## src/rtl/sram_controller.sv

```systemverilog
// ----------------------------------------------------------------------------
// sram_controller
//
// Purpose
//   Bridges the 32-bit MEM stage of the CPU pipeline to a 16-bit asynchronous
//   SRAM. Each load or store is split into two halfword accesses. The low
//   halfword comes first and the high halfword second. Each access is held for
//   two clock cycles so that the SRAM has settled before data is sampled.
//   The pipeline is frozen (ready low) until the access completes.
//
//   Sequence of one operation:
//     IDLE (request seen) -> LOW_A -> LOW_B -> HIGH_A -> HIGH_B -> DONE -> IDLE
//   ready is high only in IDLE without a request and in DONE. An operation
//   therefore costs six cycles, with the pipeline held for five of them.
//
//   Byte addresses start at 1024 in the CPU map. The SRAM word index is
//   w = (address - 1024) >> 2, kept to 17 bits. It wraps silently, including
//   for addresses below 1024. Halfword h of word w is at SRAM address {w, h}.
//
// Ports
//   clk          in   1   system clock, rising edge
//   rst          in   1   asynchronous reset, active high
//   wr_en        in   1   store request from the MEM stage
//   rd_en        in   1   load request from the MEM stage (store wins if both)
//   address      in   32  byte address (ALU result)
//   write_data   in   32  store data
//   read_data    out  32  load result, registered, held until the next load
//   ready        out  1   MEM stage may advance (combinational)
//   sram_addr    out  18  SRAM halfword address
//   sram_we_n    out  1   SRAM write enable, active low
//   sram_dq_out  out  16  data for the SRAM bus during stores
//   sram_dq_oe   out  1   bus drive enable; the top level tristates when low
//   sram_dq_in   in   16  data sampled from the SRAM bus
// ----------------------------------------------------------------------------
module sram_controller (
    input  logic        clk,
    input  logic        rst,
    input  logic        wr_en,
    input  logic        rd_en,
    input  logic [31:0] address,
    input  logic [31:0] write_data,
    output logic [31:0] read_data,
    output logic        ready,
    output logic [17:0] sram_addr,
    output logic        sram_we_n,
    output logic [15:0] sram_dq_out,
    output logic        sram_dq_oe,
    input  logic [15:0] sram_dq_in
);

    typedef enum logic [2:0] {
        IDLE   = 3'd0,
        LOW_A  = 3'd1,
        LOW_B  = 3'd2,
        HIGH_A = 3'd3,
        HIGH_B = 3'd4,
        DONE   = 3'd5
    } state_t;

    localparam logic [31:0] SRAM_BASE = 32'd1024;

    // ------------------------------------------------------------------
    // State and latched operation
    // ------------------------------------------------------------------
    state_t      state_q;
    logic        is_wr_q;       // operation type captured at start
    logic [16:0] word_q;        // word index captured at start
    logic [15:0] wdata_hi_q;    // upper store halfword, driven in the HIGH states

    // Registered outputs
    logic [31:0] read_data_q;
    logic [17:0] sram_addr_q;
    logic        sram_we_n_q;
    logic [15:0] sram_dq_out_q;
    logic        sram_dq_oe_q;

    // Combinational helpers
    logic        req_d;
    logic [16:0] word_d;

    assign req_d  = wr_en | rd_en;

    // Subtraction and truncation together give the modulo-2^17 wrap.
    // No range check is made, so an address below the base simply wraps.
    assign word_d = 17'((address - SRAM_BASE) >> 2);

    // ready must drop in the same cycle that a request arrives, so it is
    // decoded from the current state and the live request. It cannot be
    // registered.
    assign ready = ((state_q == IDLE) && !req_d) || (state_q == DONE);

    assign read_data   = read_data_q;
    assign sram_addr   = sram_addr_q;
    assign sram_we_n   = sram_we_n_q;
    assign sram_dq_out = sram_dq_out_q;
    assign sram_dq_oe  = sram_dq_oe_q;

    // ------------------------------------------------------------------
    // Controller FSM. The SRAM-side outputs are registered. Each one is
    // loaded on the edge that enters the state where it must appear, so
    // the SRAM pins never glitch during an access.
    // ------------------------------------------------------------------
    always_ff @(posedge clk or posedge rst) begin
        if (rst) begin
            state_q       <= IDLE;
            is_wr_q       <= 1'b0;
            word_q        <= '0;
            wdata_hi_q    <= '0;
            read_data_q   <= '0;
            sram_addr_q   <= '0;
            sram_we_n_q   <= 1'b1;
            sram_dq_out_q <= '0;
            sram_dq_oe_q  <= 1'b0;
        end else begin
            case (state_q)
                IDLE: begin
                    if (req_d) begin
                        // wr_en takes priority when both requests are present.
                        state_q       <= LOW_A;
                        is_wr_q       <= wr_en;
                        word_q        <= word_d;
                        wdata_hi_q    <= write_data[31:16];
                        sram_addr_q   <= {word_d, 1'b0};
                        sram_we_n_q   <= ~wr_en;
                        sram_dq_oe_q  <= wr_en;
                        sram_dq_out_q <= wr_en ? write_data[15:0] : 16'h0000;
                    end
                end

                LOW_A: begin
                    state_q <= LOW_B;
                end

                LOW_B: begin
                    // The low halfword has been addressed for two cycles.
                    // A load samples it here. A store switches to the high half.
                    state_q     <= HIGH_A;
                    sram_addr_q <= {word_q, 1'b1};
                    if (is_wr_q) begin
                        sram_dq_out_q <= wdata_hi_q;
                    end else begin
                        read_data_q[15:0] <= sram_dq_in;
                    end
                end

                HIGH_A: begin
                    state_q <= HIGH_B;
                end

                HIGH_B: begin
                    // Release the bus and the write strobe as the access finishes.
                    state_q       <= DONE;
                    sram_addr_q   <= '0;
                    sram_we_n_q   <= 1'b1;
                    sram_dq_oe_q  <= 1'b0;
                    sram_dq_out_q <= '0;
                    if (!is_wr_q) begin
                        read_data_q[31:16] <= sram_dq_in;
                    end
                end

                DONE: begin
                    // A request seen here is not accepted yet.
                    // It is picked up from IDLE in the next cycle.
                    state_q <= IDLE;
                end

                default: begin
                    state_q <= IDLE;
                end
            endcase
        end
    end

endmodule

```

## config.mk

```make
export PLATFORM = sky130hd
export DESIGN_NAME = sram_controller
export DESIGN_NICKNAME = d
export VERILOG_FILES = /design/src/rtl/sram_controller.sv
export SDC_FILE = /design/constraint.sdc
export NUM_CORES = 1
export LEC_CHECK = 0
export CORE_MARGIN = 2
export CORE_UTILIZATION = 37
export CTS_CLUSTER_DIAMETER = 150
export CTS_CLUSTER_SIZE = 25
export DETAILED_ROUTE_END_ITERATION = 12
export PLACE_DENSITY = 0.67
export SLEW_MARGIN = 10
export SYNTH_ARGS = -nofsm -noshare
export SYNTH_HDL_FRONTEND = slang
export SYNTH_SLANG_ARGS = --single-unit
export TNS_END_PERCENT = 30
```

## constraint.sdc

```tcl
create_clock -name clk -period 4.35 [get_ports clk]
set_input_delay 0.87 -clock clk [delete_from_list [all_inputs] [get_ports clk]]
set_output_delay 0.87 -clock clk [all_outputs]
set_load 0.01 [all_outputs]
```

==> results.yml <==
clock_network:
  clk_latency_ns: 0.34
  root_buffer: "clkbuf_16"
  cts_htree_levels: 3
  post_cts_resized: 0
  numCtsBuffers: 9
  clockBufferDepth: 2
  cts_tree: "built"
  cts.clk_slew.worst_paths_ns: 0.07
  cts_setup_buffers: 0
  cts_hold_buf: 0
  cts_num_sinks: 105
sta:
  skew_ns: 0.00512
  tns_ns: 0
  max_freq_mhz: 290
  timing.final.crit_period_ns: 3.45
  hold_viol_final: 0
  tightest_slew_ns: 1.11
  slew_headroom_pct: 25.7
  report.final.slew_viol_count: 0
  fin_crit_sh_pct: 79.2
  setup_slack_ns: 0.903
  rsz0062_at_grt: "no"
  setup_violations: 0
die:
  core_um2: 12000
  rows: 40
  die_h_um: 115
  ios: 153
  initial_core_util_pct: 38.0
  die_w_um: 115
  die-area_um2: 13200
placed_design:
  dp_worst_setup_slack_ns: 0.913
  portBuffers: 137
  hpwl_mm: 7.43
  routabilityCongestion: 0.744
setup_path:
  worstPathCellList: "clkdlybuf4s50_1 > nor3_2 > mux2i_1 > nor2_1 > clkdlybuf4s50_1"
  crit_top_cell: "clkdlybuf4s50_1"
  start_kind: "input pin"
  required_ns: 3.48
  worstSetupPathType: "in -> out"
  arrival_ns: 2.58
  slowest_delay_ns: 0.56
  cp_max_fo: 5
  critPathCaptureType: "output port"
  critPathSlowestCell: "clkdlybuf4s50_1"
synth:
  ys_seq_area_share_pct: 57.6
  async_reset_ff_share_pct: 100
  synth_edf_count: 0
  yosysTopAreaCell: "dfrtp_1"
  ys.flop_type: "dfrtp_1"
  syn_nets: 480
  synth_xor_xnor_area_share_pct: 1.89
  yosysWarnings: 0
  synthTopCellsByArea: "dfrtp_1 (57%), mux2_2 (8.1%), nand2_1 (7.9%)"
  synth_cell_types: 42
  syn-mean-instance-area_um2: 11.6
  synth-seq-cells: 105
  synthSimpleGateAreaFrac_pct: 13.8
  synth_adder_area_share_pct: 0.274
  synth_mux_area_share_pct: 12.9
  syn_inst: 395
  synth_top_cell_area_share_pct: 57.0
  netlist_area_um2: 4560
  synth_compound_area_share_pct: 9.79
  synth_top_family_by_area: "simple AND/OR/NAND/NOR gates"
drt:
  drt-total-wl_mm: 10.7
  drc: 0
  first_pass_iters: 4
  antenna_left: 0
  wl_per_cell_um: 15.8
  drt_iter0_drc: 184
  vias: 3394
  vias_per_cell: 4.99
global_routing:
  antenna_found_initial: 0
  grt_pass1_wl_mm: 17.7
  grtUsageTotal_pct: 17.2
  grtUsageMet2_pct: 28.7
  grt-ovfl-total: 0
  grt_util_met3_pct: 3.06
  grt_max_degree: 48
  busiest_layer: "met2"
  grt_pass1_vias: 3592
  grt_use_met1_pct: 22.3
final_layout:
  final_util_pct: 53.1
  area_growth_pct: 39.8
  final_cell_mix: "clkdlybuf4s50_1 (137), dfrtp_1 (104), nand2_1 (96), mux2_2 (33), nor2_1 (29)"
  fin_nets: 613
  final_common_cell: "clkdlybuf4s50_1"
  antenna_cells: 0
  drive_gt1_share_pct: 14.4
outcome:
  status: "finished, final reports clean"
power:
  p_per_area_nw_per_um2: 754
  leakage_nw: 2.82
  ir_drop_mv: 0.492
flow_run:
  drv_cap: 0
min_path:
  min_path_type: "reg -> reg"
## through the flow
step                hold WS (ns)  total power, mW  std cells  cell area (um2)
global route               0.503             5.16        680             6380
CTS                        0.481             4.88        680             6380
floorplan                  0.441             3.02        395             4560
finish                     0.477             4.81        680             6380
global placement           0.458             3.86        664             6030
detailed placement         0.463             3.93        664             6030
## kinds of logic (layout without fill, tap and decap cells)
group / count (synthesis) / count (layout)
AOI/OAI and AO/OA: 59 / 59
adders and majority gates: 1 / 1
muxes: 49 / 49
buffers and inverters: 27 / 165
DFF: 105 / 105
xor gates and xnor gates: 9 / 9
and+or+nand+nor: 145 / 145
## flip-flops by register name (all words and copies together) (netlist names)
| name | flops |
|---|---|
| word_q | 17 |
| wdata_hi_q | 16 |
| sram_dq_oe | 1 |
| state_q | 3 |
| sram_dq_out | 16 |
| sram_we_n | 1 |
| sram_addr | 18 |
| is_wr_q | 1 |
| read_data | 32 |
## where the power goes
part | internal (mW) | switching [mW] | leakage (nW)
clock | 0.566 | 0.362 | 0.163
combinational | 1.15 | 0.957 | 1.38
sequential | 1.46 | 0.317 | 1.28
## layout make-up
cell class                 count  area (um2)
sequential                   105        2630
multi-input combinational    263        1780
clock buffer                  10         229
inverter                       6        25.0
clock inverter                 6         115
timing repair buffer         143        1420
tap                          147         184
fill                        1086        5630
## worst max-delay path, delay by kind of cell
kind / cells / cell delay (ns)
muxes: 1 / 0.13
buffers and inverters: 2 / 1.11
and+or+nand+nor: 2 / 0.48
## path summary, 6_finish.rpt
kind                                from  cells after the start  slack (ns)              to
min reg2reg                wdata_hi_q[6]                      2        0.48   wdata_hi_q[6]
min                        wdata_hi_q[6]                      2        0.48   wdata_hi_q[6]
min in group asynchronous            rst                      2        0.94   read_data[16]
max                                wr_en                      5        0.90           ready
max reg2reg                   state_q[2]                      4        1.94  sram_dq_out[0]
max in group asynchronous            rst                      3        2.52       sram_we_n
## cell usage after synthesis, types with 2 or more instances
| library cell | count |
|---|---|
| a221oi_1 | 11 |
| mux2_4 | 10 |
| nor3_2 | 2 |
| xnor2_1 | 3 |
| xor2_1 | 5 |
| mux2_2 | 33 |
| buf_4 | 4 |
| buf_2 | 9 |
| nor2_1 | 30 |
| buf_6 | 2 |
| o21ai_0 | 15 |
| o22ai_1 | 3 |
| nor3b_1 | 2 |
| nand2b_1 | 5 |
| a21o_1 | 2 |
| nand2_1 | 96 |
| a21oi_1 | 5 |
| a2bb2oi_1 | 2 |
| clkbuf_1 | 4 |
| mux2_1 | 5 |
| nor3_1 | 4 |
| a22o_1 | 16 |
| dfrtp_1 | 104 |
| inv_1 | 5 |
## metal layers
metal / vias to the layer above / part of all wire, %
met5: - / 0
met4: 0 / 1.8
met3: 13 / 4.8
met2: 92 / 48
met1: 1673 / 45
li1: 1616 / -
Power figures use the tool's default switching activity.
